File: src/rtl/mult_div_unit_if.sv
// Request/result bundle for the iterative multiply/divide unit.
// The requester drives the operation fields; the unit returns results and status.
interface mult_div_unit_if #(
  parameter int WIDTH = 32
);
  logic             start;
  logic             op;
  logic             sgn;
  logic [WIDTH-1:0] a;
  logic [WIDTH-1:0] b;
  logic [WIDTH-1:0] hi;
  logic [WIDTH-1:0] lo;
  logic             busy;
  logic             done;
  logic             div0;

  modport master (
    output start, op, sgn, a, b,
    input  hi, lo, busy, done, div0
  );

  modport slave (
    input  start, op, sgn, a, b,
    output hi, lo, busy, done, div0
  );
endinterface

File: src/rtl/mult_div_unit.sv
// Sequential multiplier/divider: one shift-add or restoring shift-subtract step per
// cycle on operand magnitudes, with sign correction applied once at the end.
module mult_div_unit #(
  parameter int WIDTH = 32,
  parameter int CNT_W = 6
) (
  input  logic          clk,
  input  logic          reset,
  mult_div_unit_if.slave bus
);

  typedef enum logic [2:0] {
    IDLE = 3'd0,
    MULT = 3'd1,
    DIV  = 3'd2,
    FIX  = 3'd3,
    DONE = 3'd4
  } stateT;

  localparam logic [CNT_W-1:0] LastIter = CNT_W'(WIDTH - 1);

  function automatic logic [WIDTH-1:0] magnitude(input logic [WIDTH-1:0] v, input logic sgnd);
    return (sgnd && v[WIDTH-1]) ? -v : v;
  endfunction

  function automatic logic [WIDTH-1:0] condNeg(input logic [WIDTH-1:0] v, input logic neg);
    return neg ? -v : v;
  endfunction

  function automatic logic [2*WIDTH-1:0] condNegWide(input logic [2*WIDTH-1:0] v, input logic neg);
    return neg ? -v : v;
  endfunction

  stateT              state;
  stateT              nextState;
  logic [CNT_W-1:0]   cnt;
  logic [2*WIDTH-1:0] work;
  logic [WIDTH-1:0]   operandB;
  logic               isDiv;
  logic               negLo;
  logic               negHi;
  logic [WIDTH-1:0]   hiReg;
  logic [WIDTH-1:0]   loReg;
  logic               busyReg;
  logic               doneReg;
  logic               div0Reg;

  logic [WIDTH:0]     mulSum;
  logic [2*WIDTH-1:0] mulNext;
  logic [WIDTH:0]     divShift;
  logic               divFits;
  logic [WIDTH-1:0]   divRem;
  logic [2*WIDTH-1:0] divNext;

  assign bus.hi   = hiReg;
  assign bus.lo   = loReg;
  assign bus.busy = busyReg;
  assign bus.done = doneReg;
  assign bus.div0 = div0Reg;

  // Next-state selection; a zero divisor skips the iteration entirely.
  always_comb begin
    nextState = state;
    case (state)
      IDLE: begin
        if (bus.start) begin
          if (bus.op) begin
            nextState = (bus.b == {WIDTH{1'b0}}) ? DONE : DIV;
          end else begin
            nextState = MULT;
          end
        end else begin
          nextState = IDLE;
        end
      end
      MULT, DIV: begin
        if (cnt == LastIter) begin
          nextState = FIX;
        end else begin
          nextState = state;
        end
      end
      FIX:     nextState = DONE;
      DONE:    nextState = IDLE;
      default: nextState = IDLE;
    endcase
  end

  // One iteration step for each operation: work holds {acc, multiplier} or {rem, dividend/quotient}.
  always_comb begin
    mulSum   = {1'b0, work[2*WIDTH-1:WIDTH]} +
               (work[0] ? {1'b0, operandB} : {(WIDTH+1){1'b0}});
    mulNext  = {mulSum, work[WIDTH-1:1]};
    divShift = {work[2*WIDTH-1:WIDTH], work[WIDTH-1]};
    divFits  = (divShift >= {1'b0, operandB});
    divRem   = divShift[WIDTH-1:0] - operandB;
    divNext  = {(divFits ? divRem : divShift[WIDTH-1:0]), work[WIDTH-2:0], divFits};
  end

  // State, datapath and registered outputs; results reach hi/lo only on the FIX edge.
  always_ff @(posedge clk) begin
    if (reset) begin
      state    <= IDLE;
      cnt      <= {CNT_W{1'b0}};
      work     <= {(2*WIDTH){1'b0}};
      operandB <= {WIDTH{1'b0}};
      isDiv    <= 1'b0;
      negLo    <= 1'b0;
      negHi    <= 1'b0;
      hiReg    <= {WIDTH{1'b0}};
      loReg    <= {WIDTH{1'b0}};
      busyReg  <= 1'b0;
      doneReg  <= 1'b0;
      div0Reg  <= 1'b0;
    end else begin
      state   <= nextState;
      busyReg <= (nextState != IDLE);
      doneReg <= (nextState == DONE);
      div0Reg <= (state == IDLE) && (nextState == DONE);
      case (state)
        IDLE: begin
          if (bus.start) begin
            cnt      <= {CNT_W{1'b0}};
            isDiv    <= bus.op;
            operandB <= magnitude(bus.b, bus.sgn);
            work     <= {{WIDTH{1'b0}}, magnitude(bus.a, bus.sgn)};
            // Quotient/product sign from both operands; remainder follows the dividend.
            negLo    <= bus.sgn & (bus.a[WIDTH-1] ^ bus.b[WIDTH-1]);
            negHi    <= bus.op & bus.sgn & bus.a[WIDTH-1];
          end
        end
        MULT: begin
          work <= mulNext;
          cnt  <= cnt + {{(CNT_W-1){1'b0}}, 1'b1};
        end
        DIV: begin
          work <= divNext;
          cnt  <= cnt + {{(CNT_W-1){1'b0}}, 1'b1};
        end
        FIX: begin
          if (isDiv) begin
            hiReg <= condNeg(work[2*WIDTH-1:WIDTH], negHi);
            loReg <= condNeg(work[WIDTH-1:0], negLo);
          end else begin
            {hiReg, loReg} <= condNegWide(work, negLo);
          end
        end
        default: begin
        end
      endcase
    end
  end

endmodule

File: src/flat_wrapper.sv
// flat-port wrapper written by rule: the top's interface ports become plain ports
module mult_div_unit_flat 
#(
  parameter int WIDTH = 32,
  parameter int CNT_W = 6
)
  (clk, reset, bus_start, bus_op, bus_sgn, bus_a, bus_b, bus_hi, bus_lo, bus_busy, bus_done, bus_div0);
  mult_div_unit_if #(.WIDTH(WIDTH)) bus_i ();
  input  logic clk;
  input  logic reset;
  input wire logic [$bits(bus_i.start)-1:0] bus_start;
  input wire logic [$bits(bus_i.op)-1:0] bus_op;
  input wire logic [$bits(bus_i.sgn)-1:0] bus_sgn;
  input wire logic [$bits(bus_i.a)-1:0] bus_a;
  input wire logic [$bits(bus_i.b)-1:0] bus_b;
  output wire logic [$bits(bus_i.hi)-1:0] bus_hi;
  output wire logic [$bits(bus_i.lo)-1:0] bus_lo;
  output wire logic [$bits(bus_i.busy)-1:0] bus_busy;
  output wire logic [$bits(bus_i.done)-1:0] bus_done;
  output wire logic [$bits(bus_i.div0)-1:0] bus_div0;
  assign bus_i.start = bus_start;
  assign bus_i.op = bus_op;
  assign bus_i.sgn = bus_sgn;
  assign bus_i.a = bus_a;
  assign bus_i.b = bus_b;
  assign bus_hi = bus_i.hi;
  assign bus_lo = bus_i.lo;
  assign bus_busy = bus_i.busy;
  assign bus_done = bus_i.done;
  assign bus_div0 = bus_i.div0;
  mult_div_unit #(.WIDTH(WIDTH), .CNT_W(CNT_W)) u_core (.clk(clk), .reset(reset), .bus(bus_i));
endmodule
File: config.mk
export PLATFORM = sky130hd
export DESIGN_NAME = mult_div_unit_flat
export DESIGN_NICKNAME = d
export VERILOG_FILES = /design/src/rtl/mult_div_unit_if.sv /design/src/rtl/mult_div_unit.sv /design/src/flat_wrapper.sv
export SDC_FILE = /design/constraint.sdc
export NUM_CORES = 1
export LEC_CHECK = 0
export BUFFER_PORTS_ARGS = -buffer_cell sky130_fd_sc_hd__buf_4
export CAP_MARGIN = 10
export CORE_ASPECT_RATIO = 0.6
export CORE_UTILIZATION = 45
export DETAILED_ROUTE_END_ITERATION = 10
export PLACE_DENSITY = 0.71
export SLEW_MARGIN = 10
export SYNTH_ARGS = -nofsm -noshare
export SYNTH_HDL_FRONTEND = slang
export SYNTH_SLANG_ARGS = --single-unit
export TNS_END_PERCENT = 1
File: constraint.sdc
create_clock -name clk -period 4.6 [get_ports clk]
set_input_delay 0.69 -clock clk [delete_from_list [all_inputs] [get_ports clk]]
set_output_delay 0.69 -clock clk [all_outputs]
set_load 0.02 [all_outputs]
==> impl_metrics.tcl <==
set metrics [dict create \
    status "completed" \
    critPathCaptureType "register" \
    row_count 48 \
    synth-main-ff-cell "dfxtp_1" \
    whs_path_depth 2 \
    setup_violations 0 \
    synth_cell_types 72 \
    wire_per_inst_um 20.3 \
    synthTopCellsByArea "dfxtp_1 26%, nor2_1 6.9%, ha_1 6.4%" \
    avgSynthCellArea_um2 7.44 \
    r2r_slack_ns 0.90 \
    cts_buffers 17 \
    rsz0062_at_grt "false" \
    reg2reg_from "u_core.work[32]$_SDFFE_PP0P_" \
    port_buffers 135 \
    cts_tree "yes" \
    drtIter0Drc 1847 \
    detail_route.first_pass.iterations 6 \
    r2r-end "u_core.bus.hi[28]$_SDFFE_PP0N_" \
    stdcell_count 2287 \
    slew_violations 0 \
    grt_max_degree 76 \
    ys_warn_count 0 \
    start_util 0.465 \
    relSlewSlack 0.219 \
    max_freq_ghz 0.270 \
    clk_pin_slew_worst_paths_ns 0.08 \
    worstPathMaxFanout 8 \
    die_area_um2 30900 \
    syn_nets 1962 \
    cts_setup_buffers 0 \
    seq_area_frac_synth 0.258 \
    worstSetupPathType "register to register" \
    synth_seq_cells 175 \
    fp.dieW_um 226 \
    drv_cap 0 \
    antenna_found_initial 1 \
    routed_wl_um 46500 \
    placed_cell_area_um2 14800 \
    cts_hold_buffers 0 \
    netlist_instances 1822 \
    cts-htree-levels 4 \
    synth_area_um2 13600 \
    finalClockSkew_ns 0.0156 \
    hold_viol 0 \
    leakagePower_nw 6.27 \
    holdPathEnd "u_core.bus.lo[0]$_SDFFE_PP0N_" \
    period_needed_ns 3.70 \
    post-route-drc-count 0 \
    grt.overflow.total 0 \
    fin_area_um2 15400 \
    cts_resized 0 \
    fillCellCount 2889 \
    worst_slew_pin_slew_ns 1.16 \
    grt_pass1_wl_um 70500 \
    detail-route-antenna-nets 0 \
    grt_usage 0.297 \
    post-dp-hpwl_um 35200 \
    grt_pass1_vias 12200 \
    ir_worst_vdd_uv 287 \
    vias 14300 \
    timing.final.crit_share 0.804 \
    fin_tns_setup_ns 0 \
    total_power_mw 4.76 \
    power_density_nw_per_um2 309 \
    io_pins 136 \
    nNetsFinal 2014 \
    startpoint_type "register" \
    drive_above_1_share 0.125 \
    clk_latency_ns 0.47 \
    place_inst 2255 \
    cts_root_buf "clkbuf_16" \
    vias_per_cell 6.23 \
    critPathArrivalTime_ns 4.05 \
    holdCritStartpoint "u_core.bus.lo[0]$_SDFFE_PP0N_" \
    cts_sinks 175 \
    hold_path.class "register to register" \
    yosysTopAreaCell "dfxtp_1" \
    clockBufferDepth 2 \
    cp_data_required_time_ns 4.95 \
    synthArstFlopShare 0 \
    n_antenna_cell 0 \
    synth_top_cell_area_share 0.258 \
    core_area_um2 29200 \
    r2r_cells 12 \
    syn_to_final_growth_pct 13.6 \
    synth_edf_count 0 \
    gp_congestion 0.969 \
    die_h_um 136 \
]
## cells by family (layout without fill, tap and decap cells)
logic type,Yosys count,count (layout),synth area share
xor+xnor,172,172,0.111
flops,175,175,0.258
mux,22,22,0.0174
fa+ha+maj,71,71,0.0666
simple gates,598,598,0.206
compound gates,596,596,0.289
buf+inv,188,253,0.0520
## worst max-delay path: stages (launching register included)
cell	delay, ns
dfxtp_1	0.40
inv_1	0.15
ha_1	0.22
or3b_2	0.49
or3_1	0.36
or3_1	0.38
nor2_1	0.21
nand2_1	0.20
or3_1	0.39
or3_1	0.31
o311ai_0	0.16
nor4_1	0.10
nand3b_1	0.21
## registers in the layout (all words and copies together) (netlist names)
| signal | count |
|---|---|
| u_core.negLo | 1 |
| u_core.bus.hi | 32 |
| u_core.state | 3 |
| u_core.operandB | 32 |
| u_core.work | 64 |
| u_core.bus.done | 1 |
| u_core.bus.lo | 32 |
| u_core.negHi | 1 |
| u_core.bus.busy | 1 |
| u_core.cnt | 6 |
| u_core.isDiv | 1 |
| u_core.bus.div0 | 1 |
## cells in the final DEF (no fill, tap or decap), types with 31 or more instances in the layout
| cell | count |
|---|---|
| a21o_1 | 42 |
| ha_1 | 69 |
| buf_4 | 160 |
| inv_1 | 61 |
| nand2_1 | 133 |
| o21ai_0 | 124 |
| dfxtp_1 | 175 |
| nor2_1 | 251 |
| a21oi_1 | 146 |
| xnor2_1 | 87 |
| nor3_1 | 33 |
| a221oi_1 | 31 |
| xor2_1 | 85 |
| a211oi_1 | 91 |
## worst max-delay path by stage
stage | startpoint | depth (start not counted) | slack (ns) | endpoint
5_1_grt | u_core.work[32]$_SDFFE_PP0P_ | 12 | 0.68 | u_core.bus.hi[22]$_SDFFE_PP0N_
4_1_cts | u_core.work[32]$_SDFFE_PP0P_ | 12 | 0.98 | u_core.bus.hi[28]$_SDFFE_PP0N_
3_5_place_dp | bus_b[12] | 11 | 0.98 | u_core.bus.div0$_SDFF_PP0_
6_report | u_core.work[32]$_SDFFE_PP0P_ | 12 | 0.90 | u_core.bus.hi[28]$_SDFFE_PP0N_
3_3_place_gp | bus_b[12] | 11 | 1.06 | u_core.bus.div0$_SDFF_PP0_
2_1_floorplan | bus_b[12] | 10 | 1.35 | u_core.bus.div0$_SDFF_PP0_
## through the flow
| stage | util | hold WS, ns | setup slack, ns |
|---|---|---|---|
| global route | 0.528 | 0.487 | 0.680 |
| detailed placement | 0.508 | 0.453 | 0.981 |
| CTS | 0.528 | 0.461 | 0.977 |
| floorplan | - | 0.432 | 1.35 |
| finish | 0.528 | 0.462 | 0.900 |
| global placement | 0.508 | 0.442 | 1.06 |
## synthesized netlist by cell type, types with 23 or more instances
cell type and instances:
nor3_1 33, dfxtp_1 175, a31oi_1 24, a21o_1 42, clkbuf_1 119, or3_1 26
a211oi_1 92, nand3_1 27, a21oi_1 146, inv_1 61, ha_1 69, a221oi_1 31
o21ai_0 124, nor2_1 251, xor2_1 85, o31ai_1 23, nand2_1 133, xnor2_1 87
## report_power, final
part           total [mW]  internal (mW)  switching, mW
Sequential           1.75           1.60          0.157
Clock                1.52          0.824          0.695
Combinational        1.49          0.579          0.909
## area by class of cell
class / instances / area (µm²) / area share
clock buffer: 19 / 443 / 0.0287
clock inverter: 13 / 150 / 0.00974
inverter: 61 / 229 / 0.0149
multi-input combinational: 1459 / 9380 / 0.609
sequential: 175 / 3500 / 0.227
tap: 400 / 500 / 0.0325
timing repair buffer: 160 / 1200 / 0.0780
## routing by layer
layer	up-vias	GRT usage	share of wire
li1	6732	-	-
met4	0	0.0593	0.0092
met3	42	0.0769	0.13
met1	6651	0.478	0.50
met2	825	0.378	0.37
met5	-	0	0
Power figures use the tool's default switching activity.
